==> config.mk <==
export PLATFORM = sky130hd
export DESIGN_NAME = dmem_stream_reader
export DESIGN_NICKNAME = d
export VERILOG_FILES = /design/src/rtl/dmem_reader_pkg.sv /design/src/rtl/dmem_stream_reader.sv
export SDC_FILE = /design/constraint.sdc
export NUM_CORES = 1
export LEC_CHECK = 0
export CORE_MARGIN = 2
export CORE_UTILIZATION = 40
export DETAILED_ROUTE_END_ITERATION = 7
export GPL_TIMING_DRIVEN = 0
export PLACE_DENSITY = 0.73
export SLEW_MARGIN = 20
export SYNTH_ARGS = -nofsm -noshare
export SYNTH_HDL_FRONTEND = slang
export SYNTH_SLANG_ARGS = --single-unit
==> constraint.sdc <==
create_clock -name clk -period 5.2 [get_ports clk]
set_input_delay 0.78 -clock clk [delete_from_list [all_inputs] [get_ports clk]]
set_output_delay 0.78 -clock clk [all_outputs]
set_load 0.05 [all_outputs]
==> src/rtl/dmem_reader_pkg.sv <==
// Shared types and constants for the data-memory stream reader.
package dmem_reader_pkg;

    typedef enum logic [1:0] {
        IDLE,
        FETCH,
        STREAM,
        DONE
    } state_t;

    localparam int unsigned WORD_BYTES = 4;
    localparam int unsigned ADDR_LSB   = 2;

endpackage

==> src/rtl/dmem_stream_reader.sv <==
// Streams a block of consecutive words from the spare data-memory read port over valid/ready.
// Optional stall counter output enabled by defining DMEM_READER_STATS_EN.
module dmem_stream_reader
    import dmem_reader_pkg::*;
#(
    parameter int unsigned DATA_W = 32,
    parameter int unsigned ADDR_W = 32,
    parameter int unsigned CNT_W  = 16
) (
    input  logic              clk,
    input  logic              reset,
    input  logic              start,
    input  logic [ADDR_W-1:0] base_addr,
    input  logic [CNT_W-1:0]  word_count,
    output logic              busy,
    output logic              done,
    output logic [ADDR_W-1:0] mem_addr,
    input  logic [DATA_W-1:0] mem_rdata,
    output logic              out_valid,
    input  logic              out_ready,
    output logic [DATA_W-1:0] out_data,
`ifdef DMEM_READER_STATS_EN
    output logic [15:0]       stall_cycles,
`endif
    output logic              out_last
);

    state_t            state;
    logic [ADDR_W-1:0] cur_addr;
    logic [CNT_W-1:0]  remaining;
    logic              handshake;

    assign mem_addr  = cur_addr;
    assign handshake = out_valid & out_ready;

    always_ff @(posedge clk or posedge reset) begin
        if (reset) begin
            state     <= IDLE;
            busy      <= 1'b0;
            done      <= 1'b0;
            out_valid <= 1'b0;
            out_last  <= 1'b0;
            out_data  <= '0;
            cur_addr  <= '0;
            remaining <= '0;
`ifdef DMEM_READER_STATS_EN
            stall_cycles <= '0;
`endif
        end else begin
            done <= 1'b0;
            case (state)
                IDLE: begin
                    if (start) begin
                        busy <= 1'b1;
`ifdef DMEM_READER_STATS_EN
                        stall_cycles <= '0;
`endif
                        if (word_count != '0) begin
                            cur_addr  <= {base_addr[ADDR_W-1:ADDR_LSB], {ADDR_LSB{1'b0}}};
                            remaining <= word_count;
                            state     <= FETCH;
                        end else begin
                            done  <= 1'b1;
                            state <= DONE;
                        end
                    end
                end

                FETCH: begin
                    out_data  <= mem_rdata;
                    out_last  <= (remaining == CNT_W'(1));
                    cur_addr  <= cur_addr + ADDR_W'(WORD_BYTES);
                    remaining <= remaining - CNT_W'(1);
                    out_valid <= 1'b1;
                    state     <= STREAM;
                end

                STREAM: begin
                    if (handshake) begin
                        // Next word is captured on the accepting edge to keep 1 word/cycle.
                        if (remaining != '0) begin
                            out_data  <= mem_rdata;
                            out_last  <= (remaining == CNT_W'(1));
                            cur_addr  <= cur_addr + ADDR_W'(WORD_BYTES);
                            remaining <= remaining - CNT_W'(1);
                        end else begin
                            out_valid <= 1'b0;
                            out_last  <= 1'b0;
                            done      <= 1'b1;
                            state     <= DONE;
                        end
                    end
`ifdef DMEM_READER_STATS_EN
                    else if (stall_cycles != 16'hFFFF) begin
                        stall_cycles <= stall_cycles + 16'd1;
                    end
`endif
                end

                DONE: begin
                    busy  <= 1'b0;
                    state <= IDLE;
                end

                default: begin
                    busy      <= 1'b0;
                    out_valid <= 1'b0;
                    state     <= IDLE;
                end
            endcase
        end
    end

endmodule
[After elaboration in Yosys (flattened, before gate mapping)]
Cells that the tools add are included.
Cells by class
  add/sub/neg operators: 2
  div/mod/pow operators: 0
  muxes and demuxes: 31
  reduce and logical (&&, ||, !) cells: 12
  shifts and indexed selects: 0
  magnitude comparators: 0
  $mul: 0
  bitwise operators: 1
  equality and inequality tests: 9
Operators by type and width (number)
  two-way mux 32 bit: 6
  case mux 32 bit (3 select lines): 1
  two-way mux 16 bit: 4
  case mux 32 bit (2 select lines): 1
  case mux 16 bit (3 select lines): 1
  adder 32 x 3 -> 32 bit, second input constant: 1
  nonzero test 16 bit: 2
  equality test 16 x 1 -> 1 bit, second input constant: 1
  subtractor 16 x 1 -> 16 bit, second input constant: 1
  inequality test 2 bit, second input constant: 5
  two-way mux 1 bit: 9
  AND reduction 3 bit: 3
  two-way mux 2 bit: 4
  case mux 1 bit (2 select lines): 4
  case mux 2 bit (4 select lines): 1
  AND reduction 5 bit: 1
  equality test 2 bit, second input constant: 2
  AND reduction 2 bit: 2
  nonzero test 2 bit: 2
  nonzero test 3 bit: 1
  equality test 2 x 1 -> 1 bit, second input constant: 1
  zero test 2 bit: 1
  AND 1 bit: 1
Word-level totals
  bits in registers: 86
  memories kept: 0
  bits in read-only memories: 0
  memory bits (writable): 0
  input port bits: 84
  latch bits: 0

[Logic depth before layout (Yosys ltp)]
Gate-level depths: netlist of run 1.
  depth after elaboration: 4
  gate-level depth with buffers: 9
  depth with buffers taken out: 7

[Least setup slack after synthesis of run 1]
Ideal clock, no wire load.
  path type: register -> register
  from: register cur_addr[14] (netlist: mem_addr[14])
  to: register cur_addr[31] (netlist: mem_addr[31])
  arrival time: 2.300 ns
  stages on the path, launching flop included: 6
  path slack: 2.835 ns
  path buffers: 0
  period minus slack after synthesis: 2.365 ns
  cells stage by stage: dfrtp_1 nand4_2 or4_4 or4_4 nor4_2 a211o_1
On the way
  word-level cells in the longest chain between the ends: 4
RTL lines
  start: declaration: line dmem_stream_reader.sv:29  | logic [ADDR_W-1:0] cur_addr;
  start signal: assignment: line dmem_stream_reader.sv:59  | cur_addr <= {base_addr[ADDR_W-1:ADDR_LSB], {ADDR_LSB{1'b0}}};
  start signal: assignment: line dmem_stream_reader.sv:72  | cur_addr <= cur_addr + ADDR_W'(WORD_BYTES);
  start signal: assignment: line dmem_stream_reader.sv:84  | cur_addr <= cur_addr + ADDR_W'(WORD_BYTES);
  adder 32 x 3 -> 32 bit *: line dmem_stream_reader.sv:72, dmem_stream_reader.sv:84
  two-way mux 32 bit: line dmem_stream_reader.sv:81  | if (remaining != '0) begin
  two-way mux 32 bit: line dmem_stream_reader.sv:79  | if (handshake) begin
  case mux 32 bit (3 select lines) *: line dmem_stream_reader.sv:51  | case (state)
Mark *: on every way between the ends. The rest lies on a longest branch, timed or not. The select of a mux whose other input is x is not followed.
A chain may end at the register's enable or synchronous reset.

[Worst setup path after layout of run 1]
  from: input port word_count[11]
  to: register cur_addr[6] (netlist: mem_addr[6])
On the way
  word-level cells in the longest chain between the ends: 3
RTL lines
  start: declaration: line dmem_stream_reader.sv:14  | input logic [CNT_W-1:0] word_count,
  nonzero test 16 bit: line dmem_stream_reader.sv:58  | if (word_count != '0) begin
  inequality test 2 bit (no source line)
  AND reduction 5 bit (no source line)
No other way between the ends.

==> results of run 1 <==
-- power breakdown --
group          total, mW  internal (mW)  switching, mW
clock              0.674          0.380          0.294
combinational       3.70           1.42           2.28
sequential          1.34          0.996          0.344
total               5.71           2.79           2.92
-- Yosys cell counts, types with 3 or more instances --
cell and instances:
dfrtp_1 84, buf_6 4, nor2_1 30, clkbuf_1 24, and2_1 3, a21oi_1 13
o41ai_1 3, nor4_1 8, nor2b_1 3, nand2_1 28, buf_2 8, inv_1 17
o22ai_1 16, a31oi_1 14, and3_1 4, o21ai_0 23, mux2_2 32, ha_1 7
a2bb2oi_1 23, o22a_1 8, a41oi_1 6, nand3_1 18, nor3_1 23, nand4_1 12
or4_1 4, mux2i_1 6, a211oi_1 13, and4_1 6, a22oi_1 3, o31ai_1 8
-- placed cells by master (no fill, tap or decap), types with 3 or more instances in the layout --
cell type,count
clkdlybuf4s50_1,147
dfrtp_1,84
mux2_2,32
nor2_1,30
nand2_1,28
clkbuf_1,24
o21ai_0,23
nor3_1,23
a2bb2oi_1,23
nand3_1,18
inv_1,16
o22ai_1,16
a31oi_1,14
a21oi_1,13
a211oi_1,13
nand4_1,12
clkbuf_16,9
nor4_1,8
buf_2,8
o31ai_1,8
o22a_1,8
ha_1,7
a41oi_1,6
mux2i_1,6
and4_1,6
buf_6,4
or4_1,4
and3_1,4
nor2b_1,3
a22oi_1,3
and2_1,3
o41ai_1,3
inv_6,3
clkinv_4,3
-- state kept, by name, indices dropped and copies added, names as in the netlist --
name and cells:
busy 1, done 1, mem_addr 30, out_data 32, out_last 1, out_valid 1
remaining 16, state 2
-- critical path, delay by kind of cell --
| family | cells | cell delay [ns] |
|---|---|---|
| compound gates | 3 | 0.74 |
| buf+inv | 3 | 1.24 |
| simple gates | 2 | 0.62 |
-- cell type report --
cell class,count,area (um2)
inverter,17,66.31
multi-input combinational,343,2366
timing repair buffer,148,1491
sequential,84,2102
tap,143,178.9
clock inverter,7,82.58
clock buffer,9,225.2
buffer,39,197.7
fill,1003,4757
-- path summary, 6_finish.rpt --
| path | endpoint | slack [ns] | cells after the start |
|---|---|---|---|
| hold reg to reg | out_last$_DFFE_PP0P_ | 0.48 | 2 |
| hold / removal | out_last$_DFFE_PP0P_ | 0.48 | 2 |
| min in group asynchronous | out_data[22]$_DFFE_PP0P_ | 0.88 | 2 |
| max in group asynchronous | mem_addr[7]$_DFFE_PP0P_ | 3.69 | 3 |
| setup reg to reg | mem_addr[9]$_DFFE_PP0P_ | 2.29 | 8 |
| setup / recovery | mem_addr[6]$_DFFE_PP0P_ | 2.01 | 8 |
-- per-layer routing --
| metal | track usage, % | routed length, um | share of wire (%) | vias up |
|---|---|---|---|---|
| met5 | 0 | 0 | 0 | - |
| met4 | 10.24 | 417 | 2.6 | 0 |
| met3 | 7.713 | 1639 | 10 | 41 |
| met2 | 39.20 | 7258 | 46 | 291 |
| met1 | 33.14 | 6529 | 41 | 2279 |
| li1 | - | - | - | 2166 |
-- cells by family (layout without fill, tap and decap cells) --
| logic type | after synthesis | count (layout) | synth area share [%] |
|---|---|---|---|
| DFF | 84 | 84 | 44.48 |
| buffers and inverters | 56 | 220 | 5.533 |
| AOI/OAI and AO/OA | 142 | 142 | 21.15 |
| adders and majority gates | 7 | 7 | 1.853 |
| other | 1 | 2 | 0.07935 |
| and+or+nand+nor | 154 | 154 | 18.00 |
| muxes | 38 | 38 | 8.896 |
-- stage by stage --
| step | power [mW] | setup WS, ns | instances | hold WS (ns) |
|---|---|---|---|---|
| 5_1_grt | 6.049 | 1.794 | 790 | 0.5142 |
| 2_1_floorplan | 3.844 | 2.255 | 483 | 0.4737 |
| 6_report | 5.711 | 2.008 | 790 | 0.4849 |
| 3_5_place_dp | 5.003 | 1.633 | 774 | 0.4729 |
| 4_1_cts | 5.695 | 1.984 | 790 | 0.4929 |
| 3_3_place_gp | 4.911 | 0.8408 | 773 | 0.4680 |
==> flow_metrics.tcl, run 1 <==
set metrics [dict create \
    fmax_mhz 313.3 \
    grt_pass1_wl_um 25470 \
    cts_tree "built" \
    fp.dieArea_um2 12700 \
    port_buffers 147 \
    hold_class "flip-flop to flip-flop" \
    avgSynthCellArea_um2 9.805 \
    rsz0062_at_grt "false" \
    power_density_nw_per_um2 851.1 \
    min_from "out_last$_DFFE_PP0P_" \
    drt_iter0_markers 357 \
    worstSetupPathType "primary input to flip-flop" \
    grt_max_degree 50 \
    antenna_found_initial 0 \
    min_period_ns 3.192 \
    dpl_cell_area_um2 6402 \
    ys_ff_latch 84 \
    htree_num_levels 3 \
    wl_per_cell_um 20.06 \
    dr.pass1.iters 5 \
    synth_warnings 0 \
    finalSetupTns_ns 0 \
    clock_sinks 84 \
    critPathArrivalTime_ns 3.40 \
    nNetsFinal 733 \
    crit_chain "clkdlybuf4s50_1 > nor4_1 > a41oi_1 > o21ai_0 > clkbuf_4 > clkbuf_1 > nor3_1 > a2bb2oi_1" \
    drive_above_1_share_pct 11.44 \
    synth-edff-count 0 \
    peakVddDrop_mv 0.5088 \
    drc 0 \
    finalSetupViolations 0 \
    r2r_start "remaining[0]$_DFFE_PP0P_" \
    min_period_over_period_pct 61.39 \
    diodes 0 \
    fp-row-count 39 \
    path_clk_slew_ns 0.07 \
    core-area_um2 11470 \
    ios 152 \
    cp.required_ns 5.40 \
    drv_cap 0 \
    post_cts_buffers 0 \
    globalRouteOverflowTotal 0 \
    fin_util_pct 58.52 \
    stdcell_area_um2 6710 \
    max_stage_delay_ns 0.49 \
    dieWidth_um 112.7 \
    hpwlAfterDp_um 11320 \
    synthToLayoutAreaGrowth_pct 41.99 \
    hold_viol 0 \
    cts_buffer_depth 2 \
    ctsHoldBuffers 0 \
    via_count 4777 \
    drv_slew 0 \
    tightest_slew_ns 0.8179 \
    yosys.area.top_type "dfrtp_1" \
    synth_top_area_share_pct 44.48 \
    gp_congestion 0.9340 \
    cp-end-kind "flip-flop" \
    crit_path_max_fanout 10 \
    track_usage_pct 25.26 \
    grt_pass1_vias 4952 \
    ctsResizeCount 0 \
    startpoint "word_count[11]" \
    clk_latency_ns 0.35 \
    synth_ff_type "dfrtp_1" \
    die_y_um 112.7 \
    start_kind "primary input" \
    postRouteAntennaNets 0 \
    relSlewSlack_pct 45.27 \
    postSynthCellCount 482 \
    synth_cell_types 53 \
    finClkSkew_ns 0.01219 \
    cts_inserted_buffers 9 \
    finalWirelength_um 15850 \
    slowest_stage "nor4_1" \
    initial_core_util_pct 41.21 \
    status "finished clean" \
    cts_root_buffer "clkbuf_16" \
    p_leak_nw 2.652 \
    vias_per_cell 6.047 \
    yosys-top-cells-area "dfrtp_1 44%, mux2_2 7.6%, a2bb2oi_1 4.3%, nor3_1 2.4%, o21ai_0 2.4%" \
    syn_area_um2 4726 \
    ys_seq_area_share_pct 44.48 \
    async_flop_share_pct 100.0 \
]
No activity file was read; power rests on OpenSTA's default activity.
==> run 2: changes to the inputs <==
clock period = 3.3 ns   (was 5.2 ns; I/O delays follow)
==> run 2 against run 1 <==
  * Setup slack worse by 1.6 ns
  * Via count is 0.19% higher
  * Combinational power is 58% higher
  * Utilization unchanged
  * Critical path depth is the same
  * Non-clock buffer count unchanged
  * Sequential share of layout area unchanged
  * Critical endpoint is now mem_addr[9]$_DFFE_PP0P_
  * Highest routed layer unchanged
==> flow_metrics.tcl, run 2 (synthesis results as in run 1) <==
set metrics [dict create \
    rsz0062_at_grt "false" \
    ctsHoldBuffers 0 \
    path_common_cell "clkbuf_1" \
    status "finished clean" \
    drc 0 \
    grtUsageMet1_pct 33.24 \
    crit_chain "inv_1 > ha_1 > clkbuf_1 > and4b_1 > and3_2 > nor2_1 > clkbuf_1 > a2bb2oi_1" \
    max_stage_delay_ns 0.65 \
    finalPower_mw 9.013 \
    top_register "out_data" \
    hpwlAfterDp_um 11320 \
    fin_hold_ws_ns 0.4848 \
    worstSetupPathType "flip-flop to flip-flop" \
    htree_num_levels 3 \
    nFillCells 1003 \
    gp_congestion 0.9340 \
    p_leak_nw 2.652 \
    port_buffers 147 \
    fp-row-count 39 \
    ff_latch_area_um2 2102 \
    finalWirelength_um 15910 \
    core-area_um2 11470 \
    via_count 4786 \
    power_density_nw_per_um2 1343 \
    drv_cap 0 \
    postRouteAntennaNets 0 \
    diodes 0 \
    critPathArrivalTime_ns 3.11 \
    grt_pass1_wl_um 25470 \
    synthToLayoutAreaGrowth_pct 41.99 \
    drt_iter0_markers 383 \
    drv_slew 0 \
    ios 152 \
    ctsResizeCount 0 \
    grtUsageMet3_pct 7.552 \
    finalSetupViolations 0 \
    cp.required_ns 3.50 \
    fp.dieArea_um2 12700 \
    cts_inserted_buffers 9 \
    fmax_mhz 344.3 \
    min_period_ns 2.905 \
    post_cts_buffers 0 \
    wl_per_cell_um 20.14 \
    slowest_stage "nor2_1" \
    grt_pass1_vias 4948 \
    grt_max_degree 50 \
    dr.pass1.iters 5 \
    initial_core_util_pct 41.21 \
    final_cell_mix "147 x clkdlybuf4s50_1, 84 x dfrtp_1, 32 x mux2_2, 30 x nor2_1, 28 x nand2_1" \
    peakVddDrop_mv 0.8018 \
    crit_path_max_fanout 10 \
    cts_tree "built" \
    relSlewSlack_pct 44.65 \
    gr-max-usage-layer "met2" \
    dieWidth_um 112.7 \
    clk_latency_ns 0.35 \
    antenna_found_initial 0 \
    final_common_cell "clkdlybuf4s50_1" \
    grtUsageMet2_pct 39.36 \
    hold_viol 0 \
    cts_root_buffer "clkbuf_16" \
    globalRouteOverflowTotal 0 \
    nNetsFinal 733 \
    cts_buffer_depth 2 \
    clock_sinks 84 \
    vias_per_cell 6.058 \
    multi_input_area_um2 2366 \
    path_clk_slew_ns 0.07 \
    drive_above_1_share_pct 11.44 \
    min_period_over_period_pct 88.02 \
    largest_reg_flops 32 \
    tightest_slew_ns 0.8272 \
    track_usage_pct 25.26 \
    finClkSkew_ns 0.01094 \
    start_kind "flip-flop" \
    hold_class "flip-flop to flip-flop" \
    cp-end-kind "flip-flop" \
    die_y_um 112.7 \
]
-- run 2: critical path: cells and delay by family (launching register included) --
kind	cells	cell delay [ns]
compound gates	1	0.13
fa+ha+maj	1	0.19
buf+inv	3	0.83
flops	1	0.40
simple gates	3	1.20
-- run 2: power breakdown --
part / switching (mW) / total (mW) / internal (mW)
logic: 3.61 / 5.84 / 2.23
registers: 0.538 / 2.11 / 1.57
clock network: 0.468 / 1.07 / 0.599
total: 4.61 / 9.01 / 4.40
-- run 2: cell type report --
| class | count | area share, % |
|---|---|---|
| plain buffers | 39 | 2.946 |
| well taps | 143 | 2.666 |
| inverters | 17 | 0.9883 |
| repair buffers | 148 | 22.23 |
| clock inverters | 7 | 1.231 |
| multi-input cells | 343 | 35.26 |
| clock buffers | 9 | 3.356 |
| flip-flops and latches | 84 | 31.33 |
-- run 2: metal layers --
metal	up-vias	part of all wire, %
met5	-	0
met4	0	2.5
met3	44	11
met2	294	46
met1	2287	41
li1	2161	-
-- run 2: path summary, 6_finish.rpt --
check                                          from                  endpoint  slack, ns  cells past startpoint
setup / recovery           remaining[0]$_DFFE_PP0P_   mem_addr[9]$_DFFE_PP0P_       0.40                      8
hold / removal                 out_last$_DFFE_PP0P_      out_last$_DFFE_PP0P_       0.48                      2
setup reg to reg           remaining[0]$_DFFE_PP0P_   mem_addr[9]$_DFFE_PP0P_       0.40                      8
hold reg to reg                out_last$_DFFE_PP0P_      out_last$_DFFE_PP0P_       0.48                      2
max in group asynchronous                     reset  mem_addr[31]$_DFFE_PP0P_       2.08                      3
min in group asynchronous                     reset  out_data[22]$_DFFE_PP0P_       0.59                      2
-- run 2: per-stage QoR --
| step | setup TNS (ns) | utilization [%] | area (um2) | setup WS (ns) | std cells |
|---|---|---|---|---|---|
| 4_1_cts | 0 | 58.52 | 6710 | 0.3687 | 790 |
| 2_1_floorplan | 0 | - | 4730 | 0.6399 | 483 |
| 5_1_grt | 0 | 58.52 | 6710 | 0.1786 | 790 |
| 6_report | 0 | 58.52 | 6710 | 0.3955 | 790 |
| 3_3_place_gp | -64.66 | 55.64 | 6380 | -0.7742 | 773 |
| 3_5_place_dp | 0 | 55.83 | 6402 | 0.01797 | 774 |
